==> src/rtl/reg_scoreboard.sv <==
// Pending-write scoreboard for the general register file: per-register write-back
// counters, RAW/overflow decode stall, sticky flag for spurious write-backs.
module reg_scoreboard #(
    parameter int unsigned NREGS = 15,
    parameter int unsigned CNT_W = 2
) (
    input  logic             clk,
    input  logic             rst,
    input  logic             id_valid,
    input  logic [3:0]       id_src1,
    input  logic [3:0]       id_src2,
    input  logic             id_use_src1,
    input  logic             id_use_src2,
    input  logic [3:0]       id_dest,
    input  logic             id_wb_en,
    input  logic             hold,
    input  logic             writeBackEn,
    input  logic [3:0]       Dest_wb,
    output logic             stall,
    output logic             issue,
    output logic [NREGS-1:0] pending,
    output logic             wb_err
);

    logic [CNT_W-1:0] cnt [NREGS];
    logic [CNT_W-1:0] eff [NREGS];
    logic [NREGS-1:0] dec;
    logic [NREGS-1:0] inc;
    logic             raw_hazard;
    logic             ovf_hazard;
    logic             spurious_wb;

    // Index 15 never matches any loop index, so it is ignored on every port.
    always_comb begin
        raw_hazard  = 1'b0;
        ovf_hazard  = 1'b0;
        spurious_wb = 1'b0;
        dec         = '0;
        pending     = '0;
        for (int unsigned i = 0; i < NREGS; i++) begin
            dec[i]     = writeBackEn && (Dest_wb == 4'(i)) && (cnt[i] != '0);
            eff[i]     = cnt[i] - CNT_W'(dec[i]);
            pending[i] = (cnt[i] != '0);
            if (id_use_src1 && (id_src1 == 4'(i)) && (eff[i] != '0))
                raw_hazard = 1'b1;
            if (id_use_src2 && (id_src2 == 4'(i)) && (eff[i] != '0))
                raw_hazard = 1'b1;
            if (id_wb_en && (id_dest == 4'(i)) && (eff[i] == '1))
                ovf_hazard = 1'b1;
            if (writeBackEn && (Dest_wb == 4'(i)) && (cnt[i] == '0))
                spurious_wb = 1'b1;
        end
    end

    assign stall = id_valid && (raw_hazard || ovf_hazard);
    assign issue = id_valid && !stall && !hold;

    always_comb begin
        inc = '0;
        for (int unsigned i = 0; i < NREGS; i++)
            inc[i] = issue && id_wb_en && (id_dest == 4'(i));
    end

    always_ff @(posedge clk) begin
        if (rst) begin
            for (int unsigned i = 0; i < NREGS; i++)
                cnt[i] <= '0;
            wb_err <= 1'b0;
        end else begin
            for (int unsigned i = 0; i < NREGS; i++) begin
                if (inc[i] && !dec[i])
                    cnt[i] <= cnt[i] + 1'b1;
                else if (dec[i] && !inc[i])
                    cnt[i] <= cnt[i] - 1'b1;
            end
            if (spurious_wb)
                wb_err <= 1'b1;
        end
    end

endmodule
==> config.mk <==
export PLATFORM = sky130hd
export DESIGN_NAME = reg_scoreboard
export DESIGN_NICKNAME = d
export VERILOG_FILES = /design/src/rtl/reg_scoreboard.sv
export SDC_FILE = /design/constraint.sdc
export NUM_CORES = 1
export LEC_CHECK = 0
export ABC_AREA = 0
export CORE_ASPECT_RATIO = 1.2
export CORE_MARGIN = 2
export CORE_UTILIZATION = 57
export DETAILED_ROUTE_END_ITERATION = 8
export PLACE_DENSITY = 0.81
export REMOVE_ABC_BUFFERS = 1
export SLEW_MARGIN = 25
export SYNTH_ARGS = -nofsm -noshare
export SYNTH_HDL_FRONTEND = slang
export SYNTH_SLANG_ARGS = --single-unit
==> constraint.sdc <==
create_clock -name clk -period 4.9 [get_ports clk]
set_clock_uncertainty 0.05 [all_clocks]
set_input_delay 0.49 -clock clk [delete_from_list [all_inputs] [get_ports clk]]
set_output_delay 0.49 -clock clk [all_outputs]
set_load 0.02 [all_outputs]
==> flow_summary_export.csv <==
group,metric,value,unit
run_status,status,"complete, no violations",
global_route,grt_overflow,0,
sta,timing.hold.ws,0.504,ns
setup_path,reg2reg_slack,0.86,ns
clock_network,cts_buffers,5,
logic_synthesis,synth-seq-cells,31,
min_path,worstHoldEndpoint,"wb_err",
clock_network,cts_tree,"built",
logic_synthesis,synthMuxAreaShare,2.48,%
layout,fin_nets,508,
sta,rsz0062_at_grt,"false",
floorplan,rows,30,
logic_synthesis,synth_area_leaders,"edfxtp_1, xnor2_1, ha_1",
logic_synthesis,yosys_warnings,0,
place,gp_congestion,0.995,
power,p_int,0.502,mW
sta,finalWorstSetupSlack,0.309,ns
setup_path,r2r-start,"cnt[0][9]",
route,vias,3249,
power,p_leak,1.50,nW
sta,finalHoldViolations,0,
floorplan,ios,42,
layout,multi_input_area,0.00219,sq mm
setup_path,cp_max_fo,11,
route,via_per_inst,6.10,
layout,n_antenna_cell,0,
run,drv_cap,0,
clock_network,cts.sinks,31,
power,power_frac_clock,26.6,%
floorplan,coreArea,0.00563,sq mm
logic_synthesis,synth_top_area_share,27.1,%
clock_network,cts_resized,0,
route,drt_pass1_iterations,5,
route,drt_iter0_markers,242,
place,dp_hpwl,7000,microns
sta,fin_crit,4.59,ns
logic_synthesis,synth_top_area_cell,"edfxtp_1",
layout,synthToLayoutAreaGrowth,18.4,%
min_path,min_path_cells,2,
setup_path,endpoint_kind,"primary output",
global_route,first_global_vias,2962,
setup_path,crit_arrival,4.05,ns
setup_path,r2r_end,"cnt[1][6]",
logic_synthesis,syn_area_per_cell,7.90,sq um
floorplan,dieArea,0.00647,sq mm
logic_synthesis,synth_compound_area_share,10.5,%
logic_synthesis,synth.distinct_cells,48,
power,combPwrFrac,29.5,%
route,wl,8790,microns
power,seq_power_share,43.9,%
logic_synthesis,synthAdderAreaFrac,6.02,%
logic_synthesis,synth_simple_gate_area_share,36.0,%
power,switching_share,32.8,%
layout,drive_gt1_share,8.74,%
route,drc,0,
logic_synthesis,async_flop_share,0,%
route,antenna_left,0,
setup_path,crit_type,"input port to primary output",
route,wl_per_cell,16.5,microns
power,powerDensity,190,mW/mm^2
place,port_buffers,41,
min_path,worstHoldStart,"wb_err",
sta,period_share,93.7,%
logic_synthesis,yosysSeqAreaShare,27.7,%
clock_network,clk_latency,0.29,ns
global_route,grt_pass1_wl,13900,microns
clock_network,cts.htree.levels,2,
sta,setup_viol,0,
logic_synthesis,synth_edf_count,30,
sta,drv_slew,0,
sta,max_slew_margin,41.9,%
floorplan,fp.dieH,87.7,microns
power,p_sw,0.245,mW
clock_network,ctsHoldBuffers,0,
floorplan,die_w,73.7,microns
logic_synthesis,synth-main-ff-cell,"edfxtp_1",
setup_path,reg2regPathDepth,11,
clock_network,cts.path.max_buffers,2,
logic_synthesis,synth-xor-area-share,10.8,%
power,ir_drop,0.000193,V
floorplan,initial_core_util,59.1,%
logic_synthesis,syn_area,0.00333,sq mm
setup_path,cp-start-kind,"input port",
global_route,grt_use_total,27.8,%
global_route,antenna_found_initial,0,
layout,fillers,486,
sta,fmax,218,MHz
place,dp_slack,0.185,ns
setup_path,critical_path_required,4.36,ns
min_path,hp-class,"flip-flop to flip-flop",
layout,register_area,921,sq um
clock_network,path_clk_slew,0.06,ns
sta,tightest_slew,0.869,ns
global_route,grt_max_degree,29,
sta,final.setup.tns,0,ns
clock_network,root_buffer,"clkbuf_8",
logic_synthesis,synthCells,421,
clock_network,cts_setup_buffers,0,
logic_synthesis,synth_top_family_by_area,"simple AND/OR/NAND/NOR gates",
==> layout make-up <==
type / instances / area share (%)
Sequential cell: 31 / 23.4
Inverter: 38 / 3.62
Multi-Input combinational cell: 336 / 55.6
Clock buffer: 6 / 1.84
Timing Repair Buffer: 56 / 13.3
Tap cell: 64 / 2.03
Clock inverter: 2 / 0.191
==> cells in the final DEF, fill, tap and decap left out, types with 3 or more instances in the layout <==
cell / instances
and3_1: 4
clkdlybuf4s50_1: 40
a21oi_1: 8
o32ai_1: 6
nand2b_1: 20
nand4_1: 3
ha_1: 16
nand3_1: 19
and2_1: 7
or3_1: 3
nor2b_1: 13
xor2_1: 9
o22ai_1: 10
buf_4: 15
nand2_1: 28
inv_1: 38
nor4_2: 3
nor2_1: 43
nand3b_1: 8
mux2i_1: 6
nor3b_1: 8
nor4_1: 12
xnor2_1: 32
nor4b_1: 3
o21ai_0: 15
nor3_1: 25
clkbuf_8: 5
a2111oi_0: 4
edfxtp_1: 30
or2_2: 10
==> layer usage <==
metal,up-vias,wire length [microns],GRT usage [%]
met4,0,218,9.92
met1,1513,3730,36.1
met5,-,0,0
li1,1587,-,-
met3,17,515,3.91
met2,132,4330,46.7
==> how the worst max path moves through the flow <==
stage / startpoint / to / slack [ns] / cells after the start
after detailed placement: Dest_wb[0] / issue / 0.19 / 14
after global routing: Dest_wb[0] / stall / 0.09 / 14
after global placement: Dest_wb[0] / issue / 0.29 / 14
after CTS: Dest_wb[0] / issue / 0.19 / 14
final: Dest_wb[0] / stall / 0.31 / 14
after floorplan: writeBackEn / cnt[1][6] / 1.08 / 13
==> power groups by stage <==
stage | Sequential, mW | Combinational (mW) | Clock [mW]
detailed placement | 0.334 | 0.216 | 0
CTS | 0.328 | 0.217 | 0.197
finish | 0.328 | 0.220 | 0.199
global route | 0.330 | 0.239 | 0.208
global placement | 0.333 | 0.213 | 0
floorplan | 0.329 | 0.125 | 0
==> synth_stat cells, types with 2 or more instances <==
cell type   n
nor2_1     43
inv_1      38
xnor2_1    32
edfxtp_1   30
nand2_1    28
nor3_1     25
nand2b_1   20
nand3_1    19
ha_1       16
o21ai_0    15
nor2b_1    13
nor4_1     12
clkbuf_1   11
o22ai_1    10
or2_2      10
xor2_1      9
a21oi_1     8
nand3b_1    8
nor3b_1     8
and2_1      7
mux2i_1     6
o32ai_1     6
a2111oi_0   4
and3_1      4
nand4_1     3
nor4_2      3
nor4b_1     3
or3_1       3
a311oi_1    2
buf_1       2
mux2_2      2
o21ai_1     2
or3b_1      2
or3b_2      2
or4_4       2
==> worst max-delay path: stages <==
cell	delay [ns]
clkdlybuf4s50_1	0.58
nand2_1	0.09
or2_2	0.29
or3_1	0.41
inv_1	0.12
ha_1	0.17
nor3b_1	0.17
a2111oi_0	0.10
nor3_1	0.17
nand3_1	0.10
or4_4	0.57
a21oi_1	0.19
nor2b_1	0.06
clkdlybuf4s50_1	0.53
==> registers in the layout, summed over array words and instances, names as in the netlist <==
signal and count:
wb_err 1, cnt 30
==> metrics by stage <==
stage	utilization [%]	instance area [sq um]	std cells	total power, mW
after CTS	69.9	3940	533	0.743
after floorplan	-	3250	405	0.454
final	70.0	3940	533	0.747
after detailed placement	68.5	3860	525	0.550
after global routing	70.0	3940	533	0.778
after global placement	68.5	3860	525	0.546
==> kinds of logic after synthesis <==
family,Yosys count
AND/OR/NAND/NOR,217
buffers and inverters,54
adder cells (fa/ha/maj),16
XOR/XNOR,41
multiplexers,8
flip-flops,31
AO/OA/AOI/OAI,54
No activity file was read; power rests on OpenSTA's default activity.
==> RTL edit, RTL diff (same flow settings) <==
The parameter `NREGS` goes from 15 to 16.
--- a/src/rtl/reg_scoreboard.sv
+++ b/src/rtl/reg_scoreboard.sv
@@ -2,5 +2,5 @@
 // counters, RAW/overflow decode stall, sticky flag for spurious write-backs.
 module reg_scoreboard #(
-    parameter int unsigned NREGS = 15,
+    parameter int unsigned NREGS = 16,
     parameter int unsigned CNT_W = 2
 ) (
Interface: changed (resized pending); port bits go from 42 to 43. The function was not compared with the original's and may differ.
==> RTL edit against the original RTL <==
Clock power increased by 61%. Cell area increased by 8.5%. Sequential share of layout area decreased by 0.44 points. Wire length increased by 17%. Area after synthesis increased by 8.1%. Register-to-register slack improved by 0.08 ns. Sequential cell count increased by 2. Maximum frequency decreased by 2.9%. Largest cell class unchanged. Global-route usage increased by 2.9 points. Worst setup slack got worse by 0.14 ns. Power increased by 24%.
==> RTL edit: results (changes against the original RTL) <==
** Drt
- Via-to-Cell Ratio :: 6.17 (+1.2%)
- The number of DRC markers in iteration 0 was 218 (-9.9%).
- Routed wire length :: 10.2 mm (+17%)
- The total iterations of the first detailed-routing run came to 5 (unchanged).

** Yosys
- The most used flip-flop cell after synthesis is edfxtp_1.
- The count of yosys warnings during synthesis came to 0 (unchanged).
- The number of enable flip-flop cells after synthesis is 32 (+6.7%).
- The share of synthesized registers carrying an async set or reset is 0% (unchanged).
- Avg Synthesized Cell Area :: 8.39 um^2 (+6.1%)
- The sequential cell area fraction in the yosys report is 27.3% (-0.41 points).
- In the post-synthesis netlist, the biggest area contributors are edfxtp_1 27%, xnor2_1 10%, ha_1 5.9%.
- Most numerous cell types in the synthesized netlist :: 44 x nor2_1, 41 x xnor2_1, 32 x edfxtp_1
- The distinct cell type count of the synthesized netlist came to 58 (+21%).

** Worst setup path
- Maximum fanout along the worst path :: 13 (+2)
- The worst endpoint data arrival time came to 4.19 ns (+0.14 ns).
- Critical-path cell with the highest stage delay :: clkdlybuf4s50_1
- Worst path max stage delay :: 0.71 ns (+0.13 ns)
- Depth of the worst register-to-register path :: 13 (+2)
- Grouping stages by cell kind, the critical path spends the most delay in buffers and inverters.

** CTS
- The number of buffers inserted by post-CTS setup repair was 0 (unchanged).
- Maximum level of the CTS H-tree :: 2 (unchanged)
- Clock-pin slew of the registers on the worst-case setup and hold paths :: 0.09 ns (+0.03 ns)
- Skew-Pair Late Insertion Delay :: 0.30 ns
- Clock tree synthesis selected as its root buffer the cell clkbuf_8.
- Clock tree buffer depth :: 2 (unchanged)
- The post-CTS resize count is 0 (unchanged).
- The number of CTS-inserted buffers came to 5 (unchanged).

** Global route
- The largest net degree at the start of global routing is 55 (+90%).
- Overall fraction of global-route tracks in use :: 30.6% (+2.9 points)
- First-pass GRT wire length :: 16.9 mm (+21%)
- Via count of the first global-routing pass :: 3401 (+15%)

** Placement
- The weighted congestion at the end of routability-driven global placement was 0.884 (-11%).
- The half-perimeter wire length of the detailed placement result is 8.19 mm (+17%).
- Number of buffers added on ports :: 42 (+2.4%)

** Cells and area
- The net total in the final layout came to 512 (+0.79%).
- The share of final-layout standard cells stronger than drive strength 1 is 9.96% (+1.2 points).
- Registers with the most flip-flops :: cnt (32), wb_err (1)
- Count of inserted antenna diode cells :: 0 (unchanged)
- Non-filler instance count after layout :: 554 (+3.9%)

** Timing
- The part of the cycle the worst path needs is 96.5% (+2.8 points).
- The headroom to the max-slew limit is 55.3% (+13 points).
- The sum of negative setup slack came to 0 ns (unchanged).

** Pwr
- The leakage power came to 1.54 nW (+3.0%).
- Switching share of power :: 30.6% (-2.2 points)
- Peak VDD IR :: 0.000174 V (-9.8%)

** Worst hold path
- Worst hold path type :: reg -> reg
- Number of cells on the worst hold path :: 2 (unchanged)

** Outcome
- Run status :: finished clean
==> RTL edit: cell types whose count changed in the layout (fill, tap and decap cells not counted), moves of 4 or more <==
cell and delta:
nand3_1 -15, inv_1 -11, xnor2_1 +9, nand2_1 -7, nor4_1 -6, nor4_2 +6, or4_1 +6, nor2b_1 +5
o21ai_0 -5, o22ai_1 -5, xor2_1 -5, mux2i_1 +4, nor3_1 +4, o32ai_1 -4
==> RTL edit: path summary, 6_finish.rpt <==
path | slack [ns] | to | startpoint
max reg2reg | 0.94 | cnt[0][31] | cnt[0][5]
min reg2reg | 0.48 | wb_err | wb_err
max | 0.17 | stall | Dest_wb[0]
min | 0.48 | wb_err | wb_err
==> RTL edit: final cells by class <==
class,instances,area (um^2)
Fill cell,496,1810
Timing Repair Buffer,54,515
Inverter,27,101
Clock buffer,5,68.8
Clock inverter,3,68.8
Multi-Input combinational cell,350,2440
Sequential cell,33,981
Tap cell,82,103
==> RTL edit: kinds of logic (layout without fill, tap and decap cells) <==
logic type / after synthesis / count (layout) / share of synthesized area (%)
fa+ha+maj: 17 / 17 / 5.91
mux: 12 / 12 / 3.72
simple gates: 228 / 228 / 37.8
flops: 33 / 33 / 27.3
compound gates: 48 / 48 / 8.90
buf+inv: 46 / 89 / 5.39
xor+xnor: 45 / 45 / 11.0
==> RTL edit: worst min-delay path, stage by stage, from the launching register on <==
cell and delay, ns:
dfxtp_1 0.34, a211oi_1 0.05, a21oi_1 0.10
==> RTL edit: metrics by stage <==
stage / utilization [%] / area (um^2) / setup WS, ns
CTS: 69.9 / 4260 / 0.130
floorplan: - / 3500 / 0.785
finish: 70.2 / 4280 / 0.172
detailed placement: 67.6 / 4120 / 0.134
global route: 70.2 / 4280 / 0.00362
global placement: 67.6 / 4120 / 0.105
==> RTL edit: routing by layer <==
layer  routed length (um)  track usage, %  vias up
met2                 5060            53.5      146
met4                  437            14.4        0
met5                    0               0        -
met3                  657            5.77       31
met1                 4100            36.1     1619
li1                     -               -     1620
==> RTL edit: power by group through the flow <==
| stage | Combinational (mW) | Sequential (mW) | Clock, mW |
|---|---|---|---|
| after global placement | 0.245 | 0.355 | 0 |
| after detailed placement | 0.250 | 0.357 | 0 |
| after floorplan | 0.143 | 0.352 | 0 |
| final | 0.256 | 0.351 | 0.320 |
| after CTS | 0.251 | 0.350 | 0.321 |
| after global routing | 0.276 | 0.353 | 0.337 |
